--- src/rtl/result_bcd_converter.sv ---
// Sequential binary-to-BCD converter for the calculator output stage.
// Resolves the sign of subtraction results, then runs an iterative shift-add-3 conversion.
module result_bcd_converter #(
  parameter int DATA_WIDTH = 18,
  parameter int DIGITS     = 6
) (
  input  logic                    clk,
  input  logic                    rst,
  input  logic                    in_valid,
  output logic                    in_ready,
  input  logic [1:0]              operation,
  input  logic [DATA_WIDTH-1:0]   result,
  output logic                    out_valid,
  input  logic                    out_ready,
  output logic [4*DIGITS-1:0]     bcd,
  output logic                    negative
);

  localparam int                     BCD_W      = 4 * DIGITS;
  localparam int                     CNT_W      = (DATA_WIDTH > 1) ? $clog2(DATA_WIDTH) : 1;
  localparam logic [CNT_W-1:0]       CNT_ZERO   = CNT_W'(0);
  localparam logic [CNT_W-1:0]       CNT_ONE    = CNT_W'(1);
  localparam logic [CNT_W-1:0]       LAST_COUNT = CNT_W'(DATA_WIDTH - 1);
  localparam logic [DATA_WIDTH-1:0]  DATA_ZERO  = DATA_WIDTH'(0);
  localparam logic [DATA_WIDTH-1:0]  DATA_ONE   = DATA_WIDTH'(1);
  localparam logic [BCD_W-1:0]       BCD_ZERO   = BCD_W'(0);
  localparam logic [1:0]             OP_SUB     = 2'b01;

  typedef enum logic [1:0] {
    ST_IDLE  = 2'b00,
    ST_SHIFT = 2'b01,
    ST_DONE  = 2'b10
  } state_e;

  state_e                  state_r;
  state_e                  state_s;
  logic                    accept_s;
  logic                    last_shift_s;

  logic [CNT_W-1:0]        count_r;
  logic [DATA_WIDTH-1:0]   mag_r;
  logic [BCD_W-1:0]        scratch_r;
  logic                    neg_pend_r;

  logic                    neg_in_s;
  logic [DATA_WIDTH-1:0]   mag_in_s;
  logic [BCD_W-1:0]        scratch_adj_s;
  logic [BCD_W-1:0]        scratch_shift_s;
  logic [DATA_WIDTH-1:0]   mag_shift_s;

  logic                    in_ready_r;
  logic                    out_valid_r;
  logic [BCD_W-1:0]        bcd_r;
  logic                    negative_r;

  // Add 3 to every digit that is 5 or more so the following doubling carries into the next decade.
  function automatic logic [BCD_W-1:0] add3_digits(input logic [BCD_W-1:0] digits);
    logic [BCD_W-1:0] adj;
    logic [3:0]       d;
    adj = BCD_ZERO;
    for (int i = 0; i < DIGITS; i++) begin
      d = digits[4*i +: 4];
      if (d >= 4'd5) begin
        adj[4*i +: 4] = d + 4'd3;
      end else begin
        adj[4*i +: 4] = d;
      end
    end
    return adj;
  endfunction

  // Sign resolution: only subtraction results are treated as two's complement.
  always_comb begin
    neg_in_s = (operation == OP_SUB) && result[DATA_WIDTH-1];
    if (neg_in_s) begin
      mag_in_s = ~result + DATA_ONE;
    end else begin
      mag_in_s = result;
    end
  end

  // One double-dabble step on {scratch, magnitude}.
  always_comb begin
    scratch_adj_s   = add3_digits(scratch_r);
    scratch_shift_s = {scratch_adj_s[BCD_W-2:0], mag_r[DATA_WIDTH-1]};
    mag_shift_s     = {mag_r[DATA_WIDTH-2:0], 1'b0};
  end

  // State register.
  always_ff @(posedge clk) begin
    if (rst) begin
      state_r <= ST_IDLE;
    end else begin
      state_r <= state_s;
    end
  end

  // Next-state decode and handshake events.
  always_comb begin
    state_s      = state_r;
    accept_s     = 1'b0;
    last_shift_s = 1'b0;
    case (state_r)
      ST_IDLE: begin
        if (in_valid) begin
          state_s  = ST_SHIFT;
          accept_s = 1'b1;
        end else begin
          state_s  = ST_IDLE;
        end
      end
      ST_SHIFT: begin
        if (count_r == LAST_COUNT) begin
          state_s      = ST_DONE;
          last_shift_s = 1'b1;
        end else begin
          state_s      = ST_SHIFT;
        end
      end
      ST_DONE: begin
        if (out_ready) begin
          state_s = ST_IDLE;
        end else begin
          state_s = ST_DONE;
        end
      end
      default: begin
        state_s = ST_IDLE;
      end
    endcase
  end

  // Conversion datapath: latch on accept, shift once per SHIFT cycle, otherwise hold.
  always_ff @(posedge clk) begin
    if (rst) begin
      count_r    <= CNT_ZERO;
      mag_r      <= DATA_ZERO;
      scratch_r  <= BCD_ZERO;
      neg_pend_r <= 1'b0;
    end else if (accept_s) begin
      count_r    <= CNT_ZERO;
      mag_r      <= mag_in_s;
      scratch_r  <= BCD_ZERO;
      neg_pend_r <= neg_in_s;
    end else if (state_r == ST_SHIFT) begin
      count_r    <= count_r + CNT_ONE;
      mag_r      <= mag_shift_s;
      scratch_r  <= scratch_shift_s;
    end else begin
      count_r    <= count_r;
      mag_r      <= mag_r;
      scratch_r  <= scratch_r;
      neg_pend_r <= neg_pend_r;
    end
  end

  // Registered outputs; flags follow the next state so they line up with the state register.
  always_ff @(posedge clk) begin
    if (rst) begin
      in_ready_r  <= 1'b1;
      out_valid_r <= 1'b0;
      bcd_r       <= BCD_ZERO;
      negative_r  <= 1'b0;
    end else begin
      in_ready_r  <= (state_s == ST_IDLE);
      out_valid_r <= (state_s == ST_DONE);
      if (last_shift_s) begin
        bcd_r      <= scratch_shift_s;
        negative_r <= neg_pend_r;
      end else begin
        bcd_r      <= bcd_r;
        negative_r <= negative_r;
      end
    end
  end

  assign in_ready  = in_ready_r;
  assign out_valid = out_valid_r;
  assign bcd       = bcd_r;
  assign negative  = negative_r;

endmodule

--- config.mk ---
export PLATFORM = sky130hd
export DESIGN_NAME = result_bcd_converter
export DESIGN_NICKNAME = d
export VERILOG_FILES = /design/src/rtl/result_bcd_converter.sv
export SDC_FILE = /design/constraint.sdc
export NUM_CORES = 1
export LEC_CHECK = 0
export CORE_AREA = 10 10 123 125
export CTS_CLUSTER_DIAMETER = 120
export DETAILED_ROUTE_END_ITERATION = 10
export DIE_AREA = 0 0 133 135
export PLACE_DENSITY = 0.51
export SLEW_MARGIN = 20
export SYNTH_ARGS = -nofsm -noshare
export SYNTH_HDL_FRONTEND = slang
export SYNTH_SLANG_ARGS = --single-unit
--- constraint.sdc ---
create_clock -name clk -period 1.9 [get_ports clk]
set_input_delay 0.285 -clock clk [delete_from_list [all_inputs] [get_ports clk]]
set_output_delay 0.285 -clock clk [all_outputs]
set_load 0.01 [all_outputs]
Yosys cells after proc, flatten, opt, wreduce, memory -nomap -nowiden:

Index checks and enable logic that the tools add are counted.

* bits in registers: 77
* bits in latches: 0
* output and inout port bits: 27
* RAM bits: 0
* memories kept: 0
* bits in read-only memories: 0

* eq/ne operators: 5
* divide/modulo/power cells: 0
* add/subtract/negate cells: 8
* mux-type cells: 17
* multipliers: 0
* order comparisons: 6
* reductions and logical operators: 5
* shift operators: 0
* bitwise logic cells: 1

Operator list (number)
* $mux 18: 3
* $ge 4x3->1 const B: 6
* $add 4x2->4 const B: 5
* $mux 4: 5
* $add 18x1->18 const B: 1
* $not 18->18: 1
* $pmux 2 s3: 1
* $add 5x1->5 const B: 1
* $eq 5x5->1 const B: 1
* $mux 1: 5
* $eq 2x1->1 const B: 2
* $eq 2x2->1 const B: 2
* $logic_not 2->1: 2
* $mux 2: 2
* $add 3x2->3 const B: 1
* $mux 3: 1
* $reduce_bool 2->1: 1
* $reduce_or 2->1: 1
* $logic_and 1x1->1: 1

Depth between registers and ports, before layout:

* depth after elaboration: 4
* gate-level depth with buffers: 7
* mapped depth without buffers: 7

Least setup slack after synthesis:

Ideal clock, no wire load.

* path kind: input-to-reg
* from: in result[10]
* to: reg mag_r[16]
* slack: 0.053 ns
* required time: 1.814 ns
* stages on the path: 5
* arrival time: 1.762 ns
* cells stage by stage: or4_4 > or3_4 > o41ai_4 > xor2_1 > a211oi_1

* word-level cells in the longest chain between the ends: 4

Ends and longest elaborated chain
* from (decl): RTL line 12 `input logic [DATA_WIDTH-1:0] result,`
* $not 18->18: RTL line 76 `mag_in_s = ~result + DATA_ONE;`
* $add 18x1->18: RTL line 76
* $mux 18: RTL line 75 `if (neg_in_s) begin`
* $mux 18: RTL line 140 `end else if (accept_s) begin`
* to (signal assigned): RTL line 142 `mag_r <= mag_in_s;`
* to (signal assigned): RTL line 147 `mag_r <= mag_shift_s;`
* to (signal assigned): RTL line 151 `mag_r <= mag_r;`
* to (decl): RTL line 41 `logic [DATA_WIDTH-1:0] mag_r;`

Every way passes these cells.
A chain may end at the register's enable or synchronous reset.

Final worst setup path:

Same ends and word-level chain as after synthesis.

==> impl_results.md <==
* Status: completed
* CTS max path bufs at 2
* Leak at 1.843 nW
* Int Pwr at 3.151 mW
* Design area at ~5100 sq um
* Min Tclk post-route at about 1.8 ns
* DRT Pass-1 Iters at 7
* Post-synthesis net count at 496
* Final setup violating endpoints at 0
* Quantity of I/O buffers inserted on ports at 50
* Area grow syn2layout at 37.46%
* Seq/Total Area, Yosys at 0.4143
* FF-to-FF Start: scratch_r[9]
* Setup TNS at 0 ns
* VDD IR-drop max at 0.0004145 V
* Crit path capture: mag_r[16]
* CTS sink count at a little under 80
* Placed inst area at between 4000 and 5000 sq um
* Switching power at 0.9260 mW
* Root Driver: clkbuf_16
* Layout cells sized above 1 at 0.1317
* Hold Path Class: reg2reg
* Fin crit share at 0.9569
* IO Pins at between 50 and 60
* Worst-path maximum fanout at 4
* Die Ht at 135 um
* CP required at approximately 2.1 ns
* R2r setup slk at 0.20 ns
* CTS tree: yes
* Via-to-Cell Ratio at 4.816
* Overall power at between 4 and 5 mW
* Drt wl/cell at around 13 um
* First-pass GRT wire length at 15.94 mm
* Global Route Usage Sum at 0.1061
* Comb power frac at 0.104
* H-tree depth at 3
* Ys flop type: dfxtp_1
* Reg-to-reg endpoint: scratch_r[10]
* Clock Power Share at 0.480
* Worst Setup SP: result[10]
* CP Class: in2reg
* Yosys warnings at 0
* Synth top area cells: dfxtp_1 41%, a21oi_1 7.4%, nand2_1 6.9%
* Switching Share at 0.2271
* Number of remaining DRC errors at 0
* Initial Util at 0.2961
* Cell count after synthesis at 457
* Yosys top cell area share at 0.4143
* Crit. End Element: register
* Clk Latency, worst-skew pair at 0.33 ns
* Max transition margin at 0.7571
* Vias in the first global route at between 3000 and 4000
* Final ANT Viol Nets at 0
* Row Count at 41
* RSZ-0062 raised after global routing: yes
* Synthesized area at 3721 sq um
* Skew final at between 0.007 and 0.008 ns
* Critical Path Source Type: input pin
* CP Data Arrival Time at 2.03 ns
* Gr ovfl total at 0
* Flops & latches, synth at 77
* Largest net degree at the start of global routing at 35
* Setup ws final at 0.08186 ns
* Hold depth at 2
* Max-cap viol count at 0
* Overall die width at 133 um
* Post-synth EDFFs at 0
* Average size of a mapped cell at 8.142 sq um
* Total number of vias at 3424
* Part of the power in registers at 0.416
* Setup bufs post-CTS at 0
* Die area at ~18000 sq um
* Clock Pin Slew Worst Setup and Hold Paths at about 0.060 ns
* F_max at roughly 550 MHz
* DP Wirelength at 6.820 mm
* GPL Wtd Cong at 0.8206
* Pre-CTS setup slack at -0.4864 ns
* Final max-slew violation count at 0
* Cts bufs inserted at 9
* Post-synth top cells: 77 x dfxtp_1, 68 x nand2_1, 55 x a21oi_1, 50 x nor2_1, 23 x clkbuf_1
* Core ar. at around 13000 sq um
* Count leader, synth: dfxtp_1
* Area leader, netlist: dfxtp_1
* Hold_ws at 0.4527 ns
* DRC marker count from the first detailed-route iteration at around 230
* Ant diodes at 0
* Routed WL at 9.390 mm
* Final hold vios at 0
* Post-synth ARST share at 0
* PD cells at 797.1 nW/um^2
* Yosys cell types at 45
* Initial antenna violation count at 0
* Slew @ Worst Pin at 0.3552 ns
* Nets at ~570
* Reg2reg path depth at 7
worst min-delay path by stage:
stage                     startpoint       end
after global placement        bcd[9]    bcd[9]
after CTS                     bcd[9]    bcd[9]
after detailed placement      bcd[9]    bcd[9]
after floorplan             mag_r[3]  mag_r[3]
after global routing          bcd[9]    bcd[9]
final                         bcd[1]    bcd[1]
per-layer routing:
metal,vias up,part of all wire,track usage
met1,1599,0.46,0.1216
li1,1752,-,-
met3,9,0.047,0.02856
met4,0,0.011,0.04401
met2,64,0.48,0.1826
met5,-,0,0
sequential cells by signal (all words and copies together), names as in the netlist:
register	cells
out_valid	1
neg_pend_r	1
count_r	5
mag_r	18
scratch_r	24
bcd	24
negative	1
in_ready	1
state_r	2
cells in the final DEF (no fill, tap or decap), types with 2 or more instances in the layout:
cell              n
nand4_1           2
nand3_1           8
nor3_1            8
dlygate4sd2_1     3
ha_1             15
a22oi_1           2
xor2_1           13
inv_2             2
nor2_1           49
clkdlybuf4s50_1  46
dfxtp_1          77
a222oi_1          4
mux2i_1           6
a21oi_1          55
nor4_2            2
buf_4            36
o21ai_1           4
a2111oi_0         3
or4_1             2
or3_1             3
bufinv_16         3
o21ai_0          15
o221ai_1          4
nand2b_1          7
buf_12            5
xnor2_1          11
nand2_1          68
a31oi_1           2
a211oi_1         19
clkbuf_16         9
nor3b_1          12
inv_1            16
worst max-delay path: stages:
cell             delay (ns)
clkdlybuf4s50_1        0.42
or4_4                  0.43
or3_4                  0.39
o41ai_4                0.23
xor2_1                 0.20
a211oi_2               0.09
cell families (layout without fill, tap and decap cells):
family	count (synthesis)	count (layout)	share of synthesized area
fa+ha+maj	15	15	0.05044
xor+xnor	24	24	0.05649
simple gates	173	173	0.2159
mux	6	6	0.01614
flops	77	77	0.4143
compound gates	118	118	0.2021
buf+inv	44	126	0.04472
area by class of cell:
cell class	count	area (sq um)
clock buffers	10	229.0
clock inverters	6	111.4
fillers	1283	7453
inverters	18	67.56
flip-flops and latches	77	1541
repair buffers	92	880.8
well taps	172	215.2
multi-input cells	336	2069
timing repair:
item	4_1_cts	5_1_grt
endpoints found under the setup margin	4	7
resized for setup	5	10
hold buffers	0	0
pin swaps	5	4
power by group through the flow:
stage          clock network (mW)  registers [mW]  logic [mW]
5_1_grt                      2.08            1.70       0.475
6_report                     1.96            1.69       0.426
4_1_cts                      2.00            1.70       0.422
3_5_place_dp                    0            1.73       0.421
3_3_place_gp                    0            1.73       0.416
2_1_floorplan                   0            1.72       0.223
stage by stage:
step,cells,util
detailed placement,695,0.3756
finish,711,0.4070
floorplan,457,-
global route,711,0.4070
CTS,711,0.4035
global placement,695,0.3756
Note: power is estimated with default switching activity, not from simulation.
